==> config.mk <==
export PLATFORM = sky130hd
export DESIGN_NAME = dmem_access_unit_flat
export DESIGN_NICKNAME = d
export VERILOG_FILES = /design/src/rtl/dlx_mem_pkg.sv /design/src/rtl/dmem_access_unit_if.sv /design/src/rtl/dmem_lane_align.sv /design/src/rtl/dmem_access_unit.sv /design/src/flat_wrapper.sv
export SDC_FILE = /design/constraint.sdc
export NUM_CORES = 1
export LEC_CHECK = 0
export ABC_AREA = 1
export CAP_MARGIN = 20
export CORE_ASPECT_RATIO = 0.9
export CORE_MARGIN = 1.5
export CORE_UTILIZATION = 45
export DETAILED_ROUTE_END_ITERATION = 8
export GPL_TIMING_DRIVEN = 0
export PLACE_DENSITY = 0.77
export RECOVER_POWER = 50
export SYNTH_ARGS = -nofsm -noshare
export SYNTH_HDL_FRONTEND = slang
export SYNTH_HIERARCHICAL = 1
export SYNTH_SLANG_ARGS = --single-unit
==> constraint.sdc <==
create_clock -name clk -period 2.4 [get_ports clk]
set_clock_uncertainty 0.05 [all_clocks]
set_input_delay 0.36 -clock clk [delete_from_list [all_inputs] [get_ports clk]]
set_output_delay 0.36 -clock clk [all_outputs]
set_load 0.005 [all_outputs]
==> src/rtl/dlx_mem_pkg.sv <==
// Shared encodings and helpers for the MEM-stage data access unit.
package dlx_mem_pkg;

    localparam int unsigned XLEN    = 32;
    localparam int unsigned BYTE_W  = 8;
    localparam int unsigned LANES   = 4;
    localparam int unsigned WADDR_W = 30;

    // Big-endian: byte k of a word lives in lane LANE_TOP-k (counting from the LSB).
    localparam int unsigned LANE_TOP = LANES - 1;

    localparam logic [1:0] SZ_BYTE = 2'b00;
    localparam logic [1:0] SZ_HALF = 2'b01;
    localparam logic [1:0] SZ_WORD = 2'b10;

    typedef enum logic [2:0] {
        S_IDLE,
        S_RD,
        S_WR,
        S_RMW_RD,
        S_RMW_WR,
        S_DONE
    } state_e;

    // Request fields held for the duration of an access.
    typedef struct packed {
        logic [1:0]      addr_lo;
        logic [1:0]      size;
        logic            uns;
        logic [XLEN-1:0] wdata;
    } req_cap_t;

    function automatic logic [4:0] lane_shift(input logic [1:0] k);
        return 5'((LANE_TOP - 32'(k)) * BYTE_W);
    endfunction

endpackage

==> src/rtl/dmem_access_unit_if.sv <==
// Pipeline request/response and data SRAM interfaces for dmem_access_unit.
// DMEM_BYTE_EN_EN adds the sram_be lane enables.
interface dmem_req_if;
    import dlx_mem_pkg::*;

    logic            req_valid;
    logic            req_wr;
    logic [1:0]      req_size;
    logic            req_unsigned;
    logic [XLEN-1:0] req_addr;
    logic [XLEN-1:0] req_wdata;
    logic            mem_stall;
    logic            resp_valid;
    logic [XLEN-1:0] resp_rdata;
    logic            resp_err;

    modport master (
        output req_valid, req_wr, req_size, req_unsigned, req_addr, req_wdata,
        input  mem_stall, resp_valid, resp_rdata, resp_err
    );

    modport slave (
        input  req_valid, req_wr, req_size, req_unsigned, req_addr, req_wdata,
        output mem_stall, resp_valid, resp_rdata, resp_err
    );
endinterface

interface dmem_sram_if;
    import dlx_mem_pkg::*;

    logic [WADDR_W-1:0] sram_addr;
    logic               sram_rd;
    logic               sram_wr;
    logic [XLEN-1:0]    sram_wdata;
    logic [XLEN-1:0]    sram_rdata;
    logic               sram_ack;
`ifdef DMEM_BYTE_EN_EN
    logic [LANES-1:0]   sram_be;
`endif

    modport master (
        output sram_addr, sram_rd, sram_wr, sram_wdata,
`ifdef DMEM_BYTE_EN_EN
        output sram_be,
`endif
        input  sram_rdata, sram_ack
    );

    modport slave (
        input  sram_addr, sram_rd, sram_wr, sram_wdata,
`ifdef DMEM_BYTE_EN_EN
        input  sram_be,
`endif
        output sram_rdata, sram_ack
    );
endinterface

==> src/rtl/dmem_lane_align.sv <==
// Big-endian lane steering: load extract/extend and sub-word store word build.
// With DMEM_BYTE_EN_EN the store word is the new data replicated across lanes plus enables.
module dmem_lane_align
    import dlx_mem_pkg::*;
(
    input  logic [1:0]       addr_lo_i,
    input  logic [1:0]       size_i,
    input  logic             uns_i,
    input  logic [XLEN-1:0]  old_word_i,
    input  logic [XLEN-1:0]  new_data_i,
    output logic [XLEN-1:0]  load_data_o,
`ifdef DMEM_BYTE_EN_EN
    output logic [LANES-1:0] be_o,
`endif
    output logic [XLEN-1:0]  store_word_o
);

    logic [4:0]      sh;
    logic [XLEN-1:0] mask;
    logic [XLEN-1:0] lane_mask;
    logic [XLEN-1:0] aligned;

    // Shift distance and right-justified field mask for the addressed lane(s).
    always_comb begin
        sh   = '0;
        mask = '1;
        case (size_i)
            SZ_BYTE: begin
                sh   = lane_shift(addr_lo_i);
                mask = 32'h0000_00FF;
            end
            SZ_HALF: begin
                sh   = addr_lo_i[1] ? 5'd0 : 5'd16;
                mask = 32'h0000_FFFF;
            end
            default: ;
        endcase
        lane_mask = mask << sh;
        aligned   = old_word_i >> sh;
    end

    always_comb begin
        load_data_o = aligned;
        case (size_i)
            SZ_BYTE: load_data_o = uns_i ? {24'h0, aligned[7:0]}
                                         : {{24{aligned[7]}}, aligned[7:0]};
            SZ_HALF: load_data_o = uns_i ? {16'h0, aligned[15:0]}
                                         : {{16{aligned[15]}}, aligned[15:0]};
            default: ;
        endcase
    end

`ifdef DMEM_BYTE_EN_EN
    always_comb begin
        case (size_i)
            SZ_BYTE: store_word_o = {4{new_data_i[7:0]}};
            SZ_HALF: store_word_o = {2{new_data_i[15:0]}};
            default: store_word_o = new_data_i;
        endcase
        for (int j = 0; j < int'(LANES); j++) begin
            be_o[j] = |lane_mask[j*8 +: 8];
        end
    end
`else
    assign store_word_o = (old_word_i & ~lane_mask) | ((new_data_i & mask) << sh);
`endif

endmodule

==> src/rtl/dmem_access_unit.sv <==
// MEM-stage load/store responder driving a single-ported word SRAM with wait states.
// DMEM_BYTE_EN_EN replaces sub-word read-modify-write with lane-enabled writes.
module dmem_access_unit
    import dlx_mem_pkg::*;
#(
    parameter int unsigned TIMEOUT = 16,
    parameter int unsigned CNT_W   = 5
) (
    input  logic        clk,
    input  logic        rst_n,
    dmem_req_if.slave   req_if,
    dmem_sram_if.master sram_if
);

    localparam logic [CNT_W-1:0] CNT_LIM = CNT_W'((TIMEOUT == 0) ? 0 : TIMEOUT - 1);

    state_e             state_q, state_d;
    req_cap_t           cap_q, cap_d;
    logic [CNT_W-1:0]   cnt_q, cnt_d;
    logic [WADDR_W-1:0] addr_q, addr_d;
    logic [XLEN-1:0]    wdata_q, wdata_d;
    logic [XLEN-1:0]    rdata_q, rdata_d;
    logic               rd_q, rd_d;
    logic               wr_q, wr_d;
    logic               valid_q, valid_d;
    logic               err_q, err_d;
`ifdef DMEM_BYTE_EN_EN
    logic [LANES-1:0]   be_q, be_d;
    logic [LANES-1:0]   al_be;
`endif

    logic               idle;
    logic               misaligned;
    logic               at_limit;
    logic [1:0]         al_addr;
    logic [1:0]         al_size;
    logic               al_uns;
    logic [XLEN-1:0]    al_new;
    logic [XLEN-1:0]    al_load;
    logic [XLEN-1:0]    al_store;

    // In IDLE the aligner looks at the live request so lane-enabled stores can launch directly.
    assign idle    = (state_q == S_IDLE);
    assign al_addr = idle ? req_if.req_addr[1:0]  : cap_q.addr_lo;
    assign al_size = idle ? req_if.req_size       : cap_q.size;
    assign al_uns  = idle ? req_if.req_unsigned   : cap_q.uns;
    assign al_new  = idle ? req_if.req_wdata      : cap_q.wdata;

    dmem_lane_align u_align (
        .addr_lo_i    (al_addr),
        .size_i       (al_size),
        .uns_i        (al_uns),
        .old_word_i   (sram_if.sram_rdata),
        .new_data_i   (al_new),
        .load_data_o  (al_load),
`ifdef DMEM_BYTE_EN_EN
        .be_o         (al_be),
`endif
        .store_word_o (al_store)
    );

    assign misaligned = ((req_if.req_size == SZ_HALF) && req_if.req_addr[0]) ||
                        (req_if.req_size[1] && (req_if.req_addr[1:0] != 2'b00));
    assign at_limit   = (TIMEOUT != 0) && (cnt_q == CNT_LIM);

    always_comb begin
        state_d = state_q;
        cap_d   = cap_q;
        cnt_d   = '0;
        addr_d  = addr_q;
        wdata_d = wdata_q;
        rdata_d = rdata_q;
        err_d   = 1'b0;
`ifdef DMEM_BYTE_EN_EN
        be_d    = be_q;
`endif
        case (state_q)
            S_IDLE: begin
                if (req_if.req_valid) begin
                    cap_d.addr_lo = req_if.req_addr[1:0];
                    cap_d.size    = req_if.req_size;
                    cap_d.uns     = req_if.req_unsigned;
                    cap_d.wdata   = req_if.req_wdata;
                    addr_d        = req_if.req_addr[31:2];
                    if (misaligned) begin
                        state_d = S_DONE;
                        err_d   = 1'b1;
                        rdata_d = '0;
                    end else if (!req_if.req_wr) begin
                        state_d = S_RD;
`ifdef DMEM_BYTE_EN_EN
                        be_d    = '1;
`endif
                    end else if (req_if.req_size[1]) begin
                        state_d = S_WR;
                        wdata_d = req_if.req_wdata;
`ifdef DMEM_BYTE_EN_EN
                        be_d    = '1;
`endif
                    end else begin
`ifdef DMEM_BYTE_EN_EN
                        state_d = S_WR;
                        wdata_d = al_store;
                        be_d    = al_be;
`else
                        state_d = S_RMW_RD;
`endif
                    end
                end
            end
            S_RD, S_WR, S_RMW_RD, S_RMW_WR: begin
                // Ack wins over the watchdog when both land in the same cycle.
                if (sram_if.sram_ack) begin
                    if (state_q == S_RMW_RD) begin
                        state_d = S_RMW_WR;
                        wdata_d = al_store;
                    end else begin
                        state_d = S_DONE;
                        rdata_d = (state_q == S_RD) ? al_load : '0;
                    end
                end else if (at_limit) begin
                    state_d = S_DONE;
                    err_d   = 1'b1;
                    rdata_d = '0;
                end else begin
                    cnt_d = cnt_q + CNT_W'(1);
                end
            end
            S_DONE:  state_d = S_IDLE;
            default: state_d = S_IDLE;
        endcase

        rd_d    = (state_d == S_RD) || (state_d == S_RMW_RD);
        wr_d    = (state_d == S_WR) || (state_d == S_RMW_WR);
        valid_d = (state_d == S_DONE);
    end

    always_ff @(posedge clk or negedge rst_n) begin
        if (!rst_n) begin
            state_q <= S_IDLE;
            cap_q   <= '0;
            cnt_q   <= '0;
            addr_q  <= '0;
            wdata_q <= '0;
            rdata_q <= '0;
            rd_q    <= 1'b0;
            wr_q    <= 1'b0;
            valid_q <= 1'b0;
            err_q   <= 1'b0;
`ifdef DMEM_BYTE_EN_EN
            be_q    <= '0;
`endif
        end else begin
            state_q <= state_d;
            cap_q   <= cap_d;
            cnt_q   <= cnt_d;
            addr_q  <= addr_d;
            wdata_q <= wdata_d;
            rdata_q <= rdata_d;
            rd_q    <= rd_d;
            wr_q    <= wr_d;
            valid_q <= valid_d;
            err_q   <= err_d;
`ifdef DMEM_BYTE_EN_EN
            be_q    <= be_d;
`endif
        end
    end

    // Stall covers the accept cycle and every strobe cycle; DONE lets the pipeline move.
    assign req_if.mem_stall  = (idle && req_if.req_valid) || rd_q || wr_q;
    assign req_if.resp_valid = valid_q;
    assign req_if.resp_rdata = rdata_q;
    assign req_if.resp_err   = err_q;

    assign sram_if.sram_addr  = addr_q;
    assign sram_if.sram_rd    = rd_q;
    assign sram_if.sram_wr    = wr_q;
    assign sram_if.sram_wdata = wdata_q;
`ifdef DMEM_BYTE_EN_EN
    assign sram_if.sram_be    = be_q;
`endif

endmodule

==> src/flat_wrapper.sv <==
// flat-port wrapper written by rule: the top's interface ports become plain ports
module dmem_access_unit_flat import dlx_mem_pkg::*;
#(
    parameter int unsigned TIMEOUT = 16,
    parameter int unsigned CNT_W   = 5
)
  (clk, rst_n, req_if_req_valid, req_if_req_wr, req_if_req_size, req_if_req_unsigned, req_if_req_addr, req_if_req_wdata, req_if_mem_stall, req_if_resp_valid, req_if_resp_rdata, req_if_resp_err, sram_if_sram_addr, sram_if_sram_rd, sram_if_sram_wr, sram_if_sram_wdata, sram_if_sram_rdata, sram_if_sram_ack);
  dmem_req_if req_if_i ();
  dmem_sram_if sram_if_i ();
  input  logic clk;
  input  logic rst_n;
  input wire logic [$bits(req_if_i.req_valid)-1:0] req_if_req_valid;
  input wire logic [$bits(req_if_i.req_wr)-1:0] req_if_req_wr;
  input wire logic [$bits(req_if_i.req_size)-1:0] req_if_req_size;
  input wire logic [$bits(req_if_i.req_unsigned)-1:0] req_if_req_unsigned;
  input wire logic [$bits(req_if_i.req_addr)-1:0] req_if_req_addr;
  input wire logic [$bits(req_if_i.req_wdata)-1:0] req_if_req_wdata;
  output wire logic [$bits(req_if_i.mem_stall)-1:0] req_if_mem_stall;
  output wire logic [$bits(req_if_i.resp_valid)-1:0] req_if_resp_valid;
  output wire logic [$bits(req_if_i.resp_rdata)-1:0] req_if_resp_rdata;
  output wire logic [$bits(req_if_i.resp_err)-1:0] req_if_resp_err;
  output wire logic [$bits(sram_if_i.sram_addr)-1:0] sram_if_sram_addr;
  output wire logic [$bits(sram_if_i.sram_rd)-1:0] sram_if_sram_rd;
  output wire logic [$bits(sram_if_i.sram_wr)-1:0] sram_if_sram_wr;
  output wire logic [$bits(sram_if_i.sram_wdata)-1:0] sram_if_sram_wdata;
  input wire logic [$bits(sram_if_i.sram_rdata)-1:0] sram_if_sram_rdata;
  input wire logic [$bits(sram_if_i.sram_ack)-1:0] sram_if_sram_ack;
  assign req_if_i.req_valid = req_if_req_valid;
  assign req_if_i.req_wr = req_if_req_wr;
  assign req_if_i.req_size = req_if_req_size;
  assign req_if_i.req_unsigned = req_if_req_unsigned;
  assign req_if_i.req_addr = req_if_req_addr;
  assign req_if_i.req_wdata = req_if_req_wdata;
  assign req_if_mem_stall = req_if_i.mem_stall;
  assign req_if_resp_valid = req_if_i.resp_valid;
  assign req_if_resp_rdata = req_if_i.resp_rdata;
  assign req_if_resp_err = req_if_i.resp_err;
  assign sram_if_sram_addr = sram_if_i.sram_addr;
  assign sram_if_sram_rd = sram_if_i.sram_rd;
  assign sram_if_sram_wr = sram_if_i.sram_wr;
  assign sram_if_sram_wdata = sram_if_i.sram_wdata;
  assign sram_if_i.sram_rdata = sram_if_sram_rdata;
  assign sram_if_i.sram_ack = sram_if_sram_ack;
  dmem_access_unit #(.TIMEOUT(TIMEOUT), .CNT_W(CNT_W)) u_core (.clk(clk), .rst_n(rst_n), .req_if(req_if_i), .sram_if(sram_if_i));
endmodule
* Word level (Yosys, flattened, before mapping)
Cells that the tools add are included. Widths: inputs -> output; s select.
Word-level totals: word-level logic and storage cells 99, output and inout bits 99, register bits 143, input port bits 104
Operators by class: add/subtract/negate cells 2, equality and inequality tests 21, reductions and logical operators 16, mux-type cells 40, shift operators 3, bitwise logic cells 4
Operator list (count):
- $mux 32 | 15
- $pmux 32 s2 | 4
- $and 32x32->32 | 2
- $shl 32x5->32 | 2
- $not 32->32 | 1
- $or 32x32->32 | 1
- $shr 32x5->32 | 1
- $mux 5 | 4
- $mux 3 | 5
- $eq 3x2->1 const B | 4
- $ne 2x2->1 const B | 6
- $pmux 5 s2 | 1
- $eq 3x3->1 const B | 3
- $mux 1 | 7
- $reduce_and 7->1 | 1
- $eq 3x1->1 const B | 2
- $pmux 3 s2 | 1
- $add 5x1->5 const B | 1
- $eq 5x4->1 const B | 1
- $logic_or 1x1->1 | 5
- $reduce_and 5->1 | 1
- $eq 2x1->1 const B | 2
- $mux 2 | 2
- $reduce_bool 2->1 | 2
- other kinds (10) | 12

* Longest topological paths before layout
Gate-level depths: netlist of the first run.
depth after elaboration 11, mapped depth 18, mapped depth without buffers 15

* By module
Netlist of the first run, hierarchy kept.
Modules (own cells, without submodules):
- dmem_access_unit | sequential area each 3578.4 um^2, instances 1, area an instance 6361.1 um^2, cells each 816
- dmem_lane_align | sequential area each 0.0 um^2, instances 1, area an instance 1519.0 um^2, cells each 321

* Least setup slack after synthesis of the first run
Ideal clock, no wire load.
path type register -> register, from reg u_core.state_q[1], to reg u_core.rdata_q[16] (netlist: u_core/req_if.resp_rdata[16]), path slack -0.081 ns, arrival 2.314 ns, library setup time 0.116 ns, cell stages (with the launch flop) 14, path buffers 3, required time 2.234 ns, period minus slack after synthesis 2.481 ns, cell sequence dfrtp_1 -> nor2_1 -> nand2_2 -> clkbuf_1 -> o21ai_0 -> inv_2 -> buf_6 -> nand3_1 -> nand3_1 -> nand3_2 -> buf_6 -> nand3_1 -> nand2_1 -> nand2_1
On the way: word-level cells in the longest chain between the ends 11, elaborated cells between the ends (all ways) 28, those cells by class add/sub: 1; eq/ne: 9; shift: 1; mux: 12; reduce/logical: 5
RTL lines:
- start, declared | RTL line dmem_access_unit.sv:17 | state_e state_q, state_d;
- start signal, assigned | RTL line dmem_access_unit.sv:154 | state_q <= state_d;
- $logic_not 3->1 (*) | RTL line dmem_access_unit.sv:43 | assign idle = (state_q == S_IDLE);
- $mux 2 (*) | RTL line dmem_access_unit.sv:44 | assign al_addr = idle ? req_if.req_addr[1:0] : cap_q.addr_lo;
- named net u_core.al_addr[0] | RTL line dmem_access_unit.sv:35 | logic [1:0] al_addr;
- $sub 2x2->2 (*) | RTL line dlx_mem_pkg.sv:34 | return 5'((LANE_TOP - 32'(k)) * BYTE_W);
- $pmux 5 s2 (*) | RTL line dmem_lane_align.sv:27 | case (size_i)
- $shr 32x5->32 (*) | RTL line dmem_lane_align.sv:39 | aligned = old_word_i >> sh;
- $mux 32, on equally long branches | RTL line dmem_lane_align.sv:47, dmem_lane_align.sv:45
- $pmux 32 s2 (*) | RTL line dmem_lane_align.sv:44 | case (size_i)
- named net u_core.al_load[16] | RTL line dmem_access_unit.sv:39 | logic [XLEN-1:0] al_load;
- $mux 32 (*) | RTL line dmem_access_unit.sv:119 | rdata_d = (state_q == S_RD) ? al_load : '0;
- $mux 32 (*) | RTL line dmem_access_unit.sv:114 | if (state_q == S_RMW_RD) begin
- $mux 32 (*) | RTL line dmem_access_unit.sv:113 | if (sram_if.sram_ack) begin
- $pmux 32 s2 (*) | RTL line dmem_access_unit.sv:77 | case (state_q)
- end signal, assigned | RTL line dmem_access_unit.sv:159 | rdata_q <= rdata_d;
- end, declared | RTL line dmem_access_unit.sv:22 | logic [XLEN-1:0] rdata_q, rdata_d;
Mark *: on every way through the listed nets, which the timed path passes. The rest lies on a longest branch. The select of a mux whose other input is x is not followed. A chain may end at the register's enable or synchronous reset.

* Worst setup path after layout of the first run
from reg u_core.state_q[0], to reg u_core.wdata_q[10] (netlist: u_core/sram_if.sram_wdata[10])
On the way: elaborated cells between the ends (all ways) 32, those cells by class add/sub: 1; eq/ne: 11; shift: 2; mux: 9; bitwise: 4; reduce/logical: 5
RTL lines:
- $logic_not 3->1 | RTL line dmem_access_unit.sv:43
- $mux 32 | RTL line dmem_access_unit.sv:47 | assign al_new = idle ? req_if.req_wdata : cap_q.wdata;
- named net u_core.al_new[2] | RTL line dmem_access_unit.sv:38 | logic [XLEN-1:0] al_new;
- $and 32x32->32 | RTL line dmem_lane_align.sv:65 | assign store_word_o = (old_word_i & ~lane_mask) | ((new_data_i & mask) << sh);
- $shl 32x5->32 | RTL line dmem_lane_align.sv:65
- $or 32x32->32 | RTL line dmem_lane_align.sv:65
- named net u_core.al_store[10] | RTL line dmem_access_unit.sv:40 | logic [XLEN-1:0] al_store;
- $mux 32 | RTL line dmem_access_unit.sv:114
- $mux 32 | RTL line dmem_access_unit.sv:113
- $pmux 32 s2 | RTL line dmem_access_unit.sv:77
- end signal, assigned | RTL line dmem_access_unit.sv:158 | wdata_q <= wdata_d;
- end, declared | RTL line dmem_access_unit.sv:21 | logic [XLEN-1:0] wdata_q, wdata_d;
The timed path passes the listed nets, and every way through them passes these cells. The select of a mux whose other input is x is not followed.

==> flow_summary.json, run 1 <==
{
  "outcome": "finished with violations",
  "violations": "capacitance limit, slew limit",
  "fp.dieW_um": 142,
  "worstHoldStart": "req_if_req_addr[4]",
  "wl_um": 27500,
  "hold-path-cell-count": 3,
  "layout_min_cycle_time_ns": 2.35,
  "synth-seq-area-share": 0.454,
  "ant_nets": 0,
  "crit_required_ns": 2.72,
  "hp-class": "input port to register",
  "holdPathEnd": "u_core/sram_if.sram_addr[2]",
  "cts_buffers": 17,
  "critPathMaxStageDelay_ns": 0.53,
  "grt_setup_unrepaired": "true",
  "powerDensity_mw_per_mm2": 1580,
  "crit_path_end_kind": "register",
  "synth_common_cells": "nand2_1, dfrtp_1, o21ai_0, nand3_1, inv_1",
  "yosysTopAreaCell": "dfrtp_1",
  "r2r_end": "u_core/sram_if.sram_wdata[10]",
  "path_clk_slew_ns": 0.06,
  "worstMarginPinSlew_ns": 1.58,
  "die_area_mm2": 0.0183,
  "syn_area_mm2": 0.00788,
  "cp_cell_sequence": "nor2_2 -> nand2_4 -> buf_8 -> clkbuf_1 -> o21ai_0 -> nand2_1 -> nand2_2 -> nand2_1 -> nand2_2 -> nand2_1 -> nand2_1 -> nand3_1 -> nand2_1",
  "setup_viol": 0,
  "synthArstFlopShare": 1.00,
  "post-route-period-util": 0.980,
  "n_antenna_cell": 0,
  "gr-usage-all-layers": 0.299,
  "max_freq_ghz": 0.425,
  "cts_tree": "yes",
  "synth_edf_count": 0,
  "antenna_found_initial": 0,
  "peakVddDrop_mv": 0.904,
  "grt_max_degree": 82,
  "instances_no_fill": 1632,
  "ys_seq_elements": 143,
  "cp.buffers_inverters": 2,
  "synth_nets": 1242,
  "worst-path-max-fanout": 10,
  "clockBufferDepth": 2,
  "synth_top_area_frac": 0.454,
  "drc": 0,
  "synth_most_common_cell": "nand2_1",
  "syn_inst": 1137,
  "avgViaCountPerCell": 5.21,
  "clock_sinks": 143,
  "grt_pass1_wl_um": 41700,
  "gp_congestion": 1.00,
  "rows": 45,
  "die_h_um": 129,
  "dr.first_iter.drc_count": 782,
  "dpl.cell_count": 1575,
  "synth_area_per_cell_um2": 6.93,
  "clock_latency_ns": 0.43,
  "fin_nets": 1491,
  "crit_arrival_ns": 2.67,
  "synth_cell_types": 32,
  "p_leak_nw": 5.91,
  "worstSetupStartpointType": "register",
  "worstSetupPathType": "register to register",
  "overflow": 0,
  "critPathMostFrequentCell": "nand2_1",
  "cts_root_buf": "clkbuf_16",
  "rr_startpoint": "u_core/state_q[0]",
  "worstRegToRegCells": 13,
  "drt_first_pass_iters": 8,
  "crit_path_top_delay_cell": "o21ai_0",
  "ios": 203,
  "htree_levels": 4,
  "final_util": 0.667,
  "drive_above_1_share": 0.122,
  "grt_pass1_vias": 7900,
  "core_region_area_mm2": 0.0170,
  "io_buffer_count": 202,
  "max-cap-violations": 1,
  "slew_headroom": -0.0529,
  "dp_hpwl_um": 20000,
  "hold_violations": 0,
  "syn_to_final_growth_pct": 44.0,
  "synth_flop_cell": "dfrtp_1",
  "start_util": 0.463,
  "regToRegSetupSlack_ns": 0.05,
  "synth_area_leaders": "dfrtp_1, nand2_1, o21ai_0",
  "vias": 8504,
  "slew_viol_final": 63,
  "post_drt_wl_per_cell_um": 16.8,
  "ys_warn_count": 6,
  "path_delay_family": "simple AND/OR/NAND/NOR gates"
}
[cell type report]
class | count | area, um2
plain buffers | 62 | 404
clock buffers | 21 | 480
clock inverters | 9 | 180
fillers | 1504 | 5660
inverters | 77 | 299
multi-input cells | 853 | 3830
flip-flops and latches | 143 | 3580
well taps | 235 | 294
repair buffers | 231 | 2270
repair inverters | 1 | 6.26
[worst min-delay path: stages]
cell	delay, ns
clkdlybuf4s50_1	0.39
nand2_1	0.06
nand2_1	0.04
[metrics by stage]
step	TNS, ns	hold WS, ns	worst slack, ns	area (um2)	total power [mW]
after global placement	-703.98	0.397	-4.78	10200	13.4
after global routing	-0.656	0.434	-0.0492	11300	19.2
final	0	0.413	0.0491	11300	17.9
after CTS	0	0.400	0.0115	11000	16.8
after floorplan	0	0.0144	0.0685	7880	9.76
after detailed placement	-24.33	0.329	-0.442	10200	13.5
[registers in the layout, summed over array words and instances, names as in the netlist]
name / flops
u_core/cap_q: 37
u_core/cnt_q: 5
u_core/req_if.resp_err: 1
u_core/req_if.resp_rdata: 32
u_core/req_if.resp_valid: 1
u_core/sram_if.sram_addr: 30
u_core/sram_if.sram_rd: 1
u_core/sram_if.sram_wdata: 32
u_core/sram_if.sram_wr: 1
u_core/state_q: 3
[layout by cell type (no fill, tap or decap), drive strengths merged, types with 2 or more instances in the layout]
cell type / netlist / final
clkinv: 0 / 2
nand3: 93 / 93
buf: 43 / 68
inv: 77 / 79
a21oi: 5 / 5
o211ai: 7 / 7
clkdlybuf4s50: 0 / 200
dfrtp: 143 / 143
nor2: 22 / 22
nand2: 608 / 608
mux2i: 3 / 3
bufinv: 0 / 5
o21ai: 106 / 106
clkbuf: 21 / 44
nand4: 2 / 2
[logic make-up (layout without fill, tap and decap cells)]
family / count (synthesis) / count (layout) / synth area share
simple gates: 728 / 728 / 0.377
flops: 143 / 143 / 0.454
buf+inv: 141 / 401 / 0.0816
compound gates: 119 / 119 / 0.0797
mux: 3 / 3 / 0.00381
xor+xnor: 2 / 2 / 0.00222
fa+ha+maj: 1 / 1 / 0.00159
[how the worst max path moves through the flow]
stage | end | start | cells past startpoint
after global placement | u_core/sram_if.sram_wdata[25] | rst_n | 1
after CTS | u_core/req_if.resp_rdata[29] | u_core/state_q[0] | 16
after floorplan | u_core/req_if.resp_rdata[26] | u_core/state_q[1] | 16
final | u_core/sram_if.sram_wdata[10] | u_core/state_q[0] | 13
after detailed placement | u_core/req_if.resp_rdata[0] | u_core/state_q[1] | 13
after global routing | u_core/sram_if.sram_wdata[7] | u_core/state_q[0] | 16
[per-layer routing]
metal | routed length, um | global-route usage
met2 | 12200 | 0.457
met1 | 11700 | 0.406
met4 | 954 | 0.127
met5 | 0 | 0
met3 | 2620 | 0.0748
[power breakdown]
group / switching (mW) / internal [mW]
Clock: 1.03 / 1.95
Sequential: 0.560 / 3.44
Combinational: 6.50 / 4.46
[what timing repair did]
action | in CTS | in global routing
setup endpoints to repair | 65 | 64
resized for setup | 23 | 69
pin swaps | 5 | 17
buffers inserted | 7 | 17
gates cloned | 1 | 3
hold buffers | 1 | 0
endpoints found under the hold margin | 62 | 0
(Power assumes the default switching activity.)
==> run 2: changes to the inputs <==
--- a/config.mk
+++ b/config.mk
@@ -5,11 +5,11 @@
 export SDC_FILE = /design/constraint.sdc
 export NUM_CORES = 1
 export LEC_CHECK = 0
-export ABC_AREA = 1
+export ABC_AREA = 0
 export CAP_MARGIN = 20
 export CORE_ASPECT_RATIO = 0.9
 export CORE_MARGIN = 1.5
-export CORE_UTILIZATION = 45
+export CORE_UTILIZATION = 44
 export DETAILED_ROUTE_END_ITERATION = 8
 export GPL_TIMING_DRIVEN = 0
 export PLACE_DENSITY = 0.77
==> flow_summary.json, run 2 <==
{
  "outcome": "finished with violations",
  "violations": "capacitance limit, slew limit, setup timing",
  "largest_register_ffs": 37,
  "synthArstFlopShare": 1.00,
  "yosysTopAreaCell": "dfrtp_1",
  "gr-usage-all-layers": 0.295,
  "cts_root_buf": "clkbuf_16",
  "clockBufferDepth": 2,
  "critPathMostFrequentCell": "nand2_8",
  "hold-path-cell-count": 2,
  "gp_congestion": 0.989,
  "wl_um": 27800,
  "cp_cell_sequence": "or3_4 -> clkbuf_16 -> nand2_8 -> nand2_8 -> buf_12 -> nor3_4 -> buf_6 -> mux4_2 -> a221o_1",
  "start_util": 0.451,
  "dp_hpwl_um": 18500,
  "worstMarginPinSlew_ns": 1.62,
  "synth_area_leaders": "dfrtp_1, mux2_2, nand2_1",
  "instances_no_fill": 1283,
  "io_buffer_count": 201,
  "dpl.cell_count": 1211,
  "crit_required_ns": 2.65,
  "crit_path_end_kind": "register",
  "worst-path-max-fanout": 8,
  "htree_levels": 4,
  "grt_max_degree": 81,
  "hp-class": "input port to register",
  "n_antenna_cell": 0,
  "p_leak_nw": 5.16,
  "path_clk_slew_ns": 0.06,
  "fin_nets": 1164,
  "syn_area_mm2": 0.00761,
  "final_cell_mix": "clkdlybuf4s50_1, nand2_1, dfrtp_1, mux2_2, nor2_1",
  "final_util": 0.700,
  "critPathMaxStageDelay_ns": 0.44,
  "total_power_mw": 20.6,
  "ys_warn_count": 6,
  "peakVddDrop_mv": 0.964,
  "hold_violations": 0,
  "drive_above_1_share": 0.294,
  "slew_headroom": -0.0832,
  "grt_pass1_wl_um": 40600,
  "drc": 0,
  "post_drt_wl_per_cell_um": 21.7,
  "ant_nets": 0,
  "synth_cell_types": 47,
  "grt_setup_unrepaired": "true",
  "vias": 7794,
  "largest-register": "u_core/cap_q",
  "dr.first_iter.drc_count": 798,
  "synth_area_per_cell_um2": 9.55,
  "overflow": 0,
  "synth_common_cells": "nand2_1, dfrtp_1, mux2_2, nor2_1, clkbuf_1",
  "synth_most_common_cell": "nand2_1",
  "synth_nets": 902,
  "worstSetupPathType": "register to register",
  "die_area_mm2": 0.0181,
  "clock_latency_ns": 0.43,
  "max_freq_ghz": 0.391,
  "fillers": 1210,
  "crit_path_top_delay_cell": "dfrtp_2",
  "core_region_area_mm2": 0.0169,
  "synth_edf_count": 0,
  "fp.dieW_um": 142,
  "crit_arrival_ns": 2.81,
  "cts_buffers": 17,
  "die_h_um": 128,
  "max-cap-violations": 1,
  "setup_viol": 62,
  "grt_pass1_vias": 7531,
  "ios": 203,
  "worstRegToRegCells": 9,
  "clock_sinks": 143,
  "cts_tree": "yes",
  "finalWorstSetupSlack_ns": -0.160,
  "synth_top_area_frac": 0.470,
  "dp_worst_setup_slack_ns": -0.898,
  "syn_to_final_growth_pct": 55.4,
  "ys_seq_elements": 143,
  "layout_min_cycle_time_ns": 2.56,
  "antenna_found_initial": 0,
  "final.setup.tns_ns": -5.60,
  "final_common_cell": "clkdlybuf4s50_1",
  "slew_viol_final": 64,
  "avgViaCountPerCell": 6.07,
  "powerDensity_mw_per_mm2": 1740,
  "rows": 45,
  "synth-seq-area-share": 0.470,
  "post-route-period-util": 1.07,
  "worstSetupStartpointType": "register",
  "synth_flop_cell": "dfrtp_1",
  "drt_first_pass_iters": 8,
  "syn_inst": 797
}
-- run 2: cell count changes in the layout (fill, tap and decap cells not counted), moves of 19 or more --
cell / previous run / this run
a21oi_1: 5 / 24
a221o_1: 0 / 40
a31oi_1: 0 / 31
and3_1: 0 / 31
inv_1: 68 / 3
mux2_2: 0 / 69
nand2_1: 573 / 159
nand3_1: 86 / 13
nor2_1: 14 / 42
o21ai_0: 84 / 4
-- run 2: through the flow --
stage | area (um2) | hold WS, ns
4_1_cts | 11400 | 0.356
3_5_place_dp | 10000 | 0.340
2_1_floorplan | 7720 | 0.0144
3_3_place_gp | 9990 | 0.409
6_report | 11800 | 0.421
5_1_grt | 11800 | 0.452
-- run 2: path summary, 6_finish.rpt --
path	startpoint	end	slack [ns]
setup / recovery	u_core/state_q[1]	u_core/req_if.resp_rdata[4]	-0.16
hold reg to reg	u_core/cnt_q[0]	u_core/cnt_q[0]	0.43
setup reg to reg	u_core/state_q[1]	u_core/req_if.resp_rdata[4]	-0.16
min in group asynchronous	rst_n	u_core/req_if.resp_rdata[17]	0.82
hold / removal	sram_if_sram_ack	u_core/cnt_q[2]	0.42
max in group asynchronous	rst_n	u_core/cap_q[5]	0.33
-- run 2: worst max-delay path: cells and delay by family, from the launching register on --
kind	cells	cell delay, ns
DFF	1	0.44
and+or+nand+nor	4	0.81
muxes	1	0.29
AOI/OAI and AO/OA	1	0.34
buffers and inverters	3	0.50
-- run 2: report_power, final --
group | internal, mW | switching (mW)
sequential | 3.62 | 0.784
clock | 1.72 | 1.07
combinational | 6.64 | 6.73
-- run 2: metal layers --
metal | global-route usage | vias up | routed length [um]
met5 | 0 | - | 0
met4 | 0.139 | 0 | 1430
met3 | 0.0859 | 119 | 3120
met2 | 0.452 | 544 | 12500
met1 | 0.386 | 3733 | 10700
li1 | - | 3398 | -
-- run 2: timing repair --
item	in CTS	in global routing
cloned	3	0
endpoints found under the setup margin	79	68
gates resized for setup	127	108
pin swaps	50	52
endpoints found under the hold margin	63	0
hold buffers	1	0
setup buffers	26	18
-- run 2: final cells by class --
cell class	count	area, um2	area share
multi-input cells	585	4360	0.368
flip-flops and latches	143	3580	0.303
repair buffers	250	2510	0.212
plain buffers	59	488	0.0412
clock buffers	20	467	0.0395
well taps	211	264	0.0223
clock inverters	12	158	0.0133
inverters	3	11.3	0.000952
-- run 2: cells by family after synthesis --
family,share of synthesized area
AND/OR/NAND/NOR,0.193
AO/OA/AOI/OAI,0.158
flip-flops,0.470
multiplexers,0.132
buffers and inverters,0.0435
XOR/XNOR,0.00230
adder cells (fa/ha/maj),0.00164
==> run 3: changes to the inputs <==
--- a/config.mk
+++ b/config.mk
@@ -9,10 +9,10 @@
 export CAP_MARGIN = 20
 export CORE_ASPECT_RATIO = 0.9
 export CORE_MARGIN = 1.5
-export CORE_UTILIZATION = 44
+export CORE_UTILIZATION = 49
 export DETAILED_ROUTE_END_ITERATION = 8
 export GPL_TIMING_DRIVEN = 0
-export PLACE_DENSITY = 0.77
+export PLACE_DENSITY = 0.81
 export RECOVER_POWER = 50
 export SYNTH_ARGS = -nofsm -noshare
 export SYNTH_HDL_FRONTEND = slang
==> constraint.sdc (replaced) <==
create_clock -name clk -period 2.5 [get_ports clk]
set_clock_uncertainty 0.05 [all_clocks]
set_input_delay 0.375 -clock clk [delete_from_list [all_inputs] [get_ports clk]]
set_output_delay 0.375 -clock clk [all_outputs]
set_load 0.005 [all_outputs]
==> flow_summary.json, run 3 (synthesis results as in run 2) <==
{
  "outcome": "finished with violations",
  "violations": "setup timing",
  "die_h_um": 121,
  "grt_pass1_wl_um": 38900,
  "worstHoldStart": "sram_if_sram_ack",
  "p_leak_nw": 4.98,
  "post-route-period-util": 1.02,
  "finalHoldWorstSlack_ns": 0.419,
  "drc": 0,
  "layout_min_cycle_time_ns": 2.56,
  "io_buffer_count": 201,
  "final_util": 0.744,
  "slew_headroom": 0.298,
  "dp_hpwl_um": 18300,
  "antenna_found_initial": 0,
  "holdPathEnd": "u_core/cnt_q[2]",
  "cts_tree": "yes",
  "r2r_end": "u_core/req_if.resp_rdata[12]",
  "ios": 203,
  "htree_levels": 4,
  "die_area_mm2": 0.0163,
  "grt_setup_unrepaired": "true",
  "overflow": 0,
  "max-cap-violations": 0,
  "syn_to_final_growth_pct": 49.4,
  "cts_buffers": 17,
  "clockBufferDepth": 2,
  "crit_required_ns": 2.76,
  "cts_root_buf": "clkbuf_16",
  "crit_arrival_ns": 2.82,
  "instances_no_fill": 1272,
  "worstMarginPinSlew_ns": 1.05,
  "rows": 43,
  "dpl.cell_count": 1202,
  "worstSetupPathType": "register to register",
  "rr_startpoint": "u_core/state_q[0]",
  "setup_viol": 20,
  "wl_um": 26600,
  "final.setup.tns_ns": -0.429,
  "post_drt_wl_per_cell_um": 20.9,
  "max_freq_ghz": 0.391,
  "crit_path_end_kind": "register",
  "hold-path-cell-count": 2,
  "core_region_area_mm2": 0.0153,
  "clock_sinks": 143,
  "final_common_cell": "clkdlybuf4s50_1",
  "grt_max_degree": 77,
  "gr-usage-all-layers": 0.315,
  "peakVddDrop_mv": 0.921,
  "hold_violations": 0,
  "worstRegToRegCells": 10,
  "worst-path-max-fanout": 10,
  "regToRegSetupSlack_ns": -0.06,
  "fp.dieW_um": 134,
  "hp-class": "input port to register",
  "slew_viol_final": 0,
  "finalWorstSetupSlack_ns": -0.0605,
  "clock_latency_ns": 0.43,
  "fin_nets": 1162,
  "grt_pass1_vias": 7326,
  "powerDensity_mw_per_mm2": 1620,
  "worstSetupStartpointType": "register",
  "n_antenna_cell": 0,
  "final_cell_mix": "clkdlybuf4s50_1, nand2_1, dfrtp_1, mux2_2, nor2_1",
  "start_util": 0.498,
  "gp_congestion": 0.962,
  "dpl_cell_area_mm2": 0.0100,
  "design_area_mm2": 0.0114,
  "largest_register_ffs": 37,
  "largest-register": "u_core/cap_q",
  "drive_above_1_share": 0.260,
  "ant_nets": 0,
  "avgViaCountPerCell": 6.13,
  "dr.first_iter.drc_count": 851,
  "vias": 7796,
  "drt_first_pass_iters": 6,
  "fillers": 1072,
  "path_clk_slew_ns": 0.06
}
run 3: changes by cell type in the layout (fill, tap and decap cells not counted), sizes merged:
cell | before | now
clkdlybuf4s50 | 182 | 199
bufinv | 3 | 4
buf | 67 | 64
clkinvlp | 3 | 5
clkinv | 4 | 2
dlygate4sd3 | 18 | 1
run 3: metal layers:
metal / global-route usage / up-vias / share of wire
li1: - / 3397 / -
met1: 0.424 / 3733 / 0.40
met2: 0.470 / 556 / 0.45
met3: 0.0856 / 110 / 0.11
met4: 0.155 / 0 / 0.046
met5: 0 / - / 0
run 3: what timing repair did:
action                                  4_1_cts  5_1_grt
cloned                                        1        1
endpoints found under the setup margin       73       69
hold buffers                                  1        0
pin swaps                                    24       40
endpoints found under the hold margin        75        0
gates resized for setup                      63       94
setup buffers                                25       14
run 3: layout make-up:
type                            instances  area, um2  area share
Buffer                                 62        454      0.0399
Clock buffer                           19        453      0.0398
Clock inverter                         13        185      0.0163
Inverter                                3       11.3    0.000990
Multi-Input combinational cell        585       4070       0.357
Sequential cell                       143       3580       0.315
Tap cell                              202        253      0.0222
Timing Repair Buffer                  245       2370       0.208
run 3: metrics by stage:
| stage | power [mW] | setup slack [ns] |
|---|---|---|
| 5_1_grt | 19.4 | -0.140 |
| 6_report | 18.4 | -0.0605 |
| 3_5_place_dp | 13.6 | -0.913 |
| 2_1_floorplan | 9.99 | 0.00447 |
| 3_3_place_gp | 13.4 | -4.76 |
| 4_1_cts | 17.3 | -0.141 |
run 3: worst max path at each step:
stage	from	end	slack, ns	depth (start not counted)
final	u_core/state_q[0]	u_core/req_if.resp_rdata[12]	-0.06	10
after global routing	u_core/state_q[0]	u_core/sram_if.sram_wdata[9]	-0.14	12
after CTS	u_core/state_q[2]	u_core/req_if.resp_rdata[0]	-0.14	10
after floorplan	u_core/state_q[2]	u_core/req_if.resp_rdata[0]	0.004	10
after detailed placement	req_if_req_valid	req_if_mem_stall	-0.91	7
after global placement	rst_n	u_core/req_if.resp_rdata[17]	-4.76	1
run 3: critical path: stages, from the launching register on:
cell,delay [ns]
dfrtp_1,0.41
or3_4,0.42
clkbuf_16,0.18
nand2_4,0.06
nand2_4,0.06
buf_8,0.14
buf_2,0.20
buf_2,0.23
o21ai_0,0.28
nand3_2,0.12
a221o_1,0.30
run 3: power breakdown:
group | internal (mW) | leakage, nW | switching [mW] | total [mW]
registers | 3.48 | 1.72 | 0.725 | 4.21
logic | 5.70 | 2.96 | 5.80 | 11.5
clock network | 1.72 | 0.298 | 1.01 | 2.73
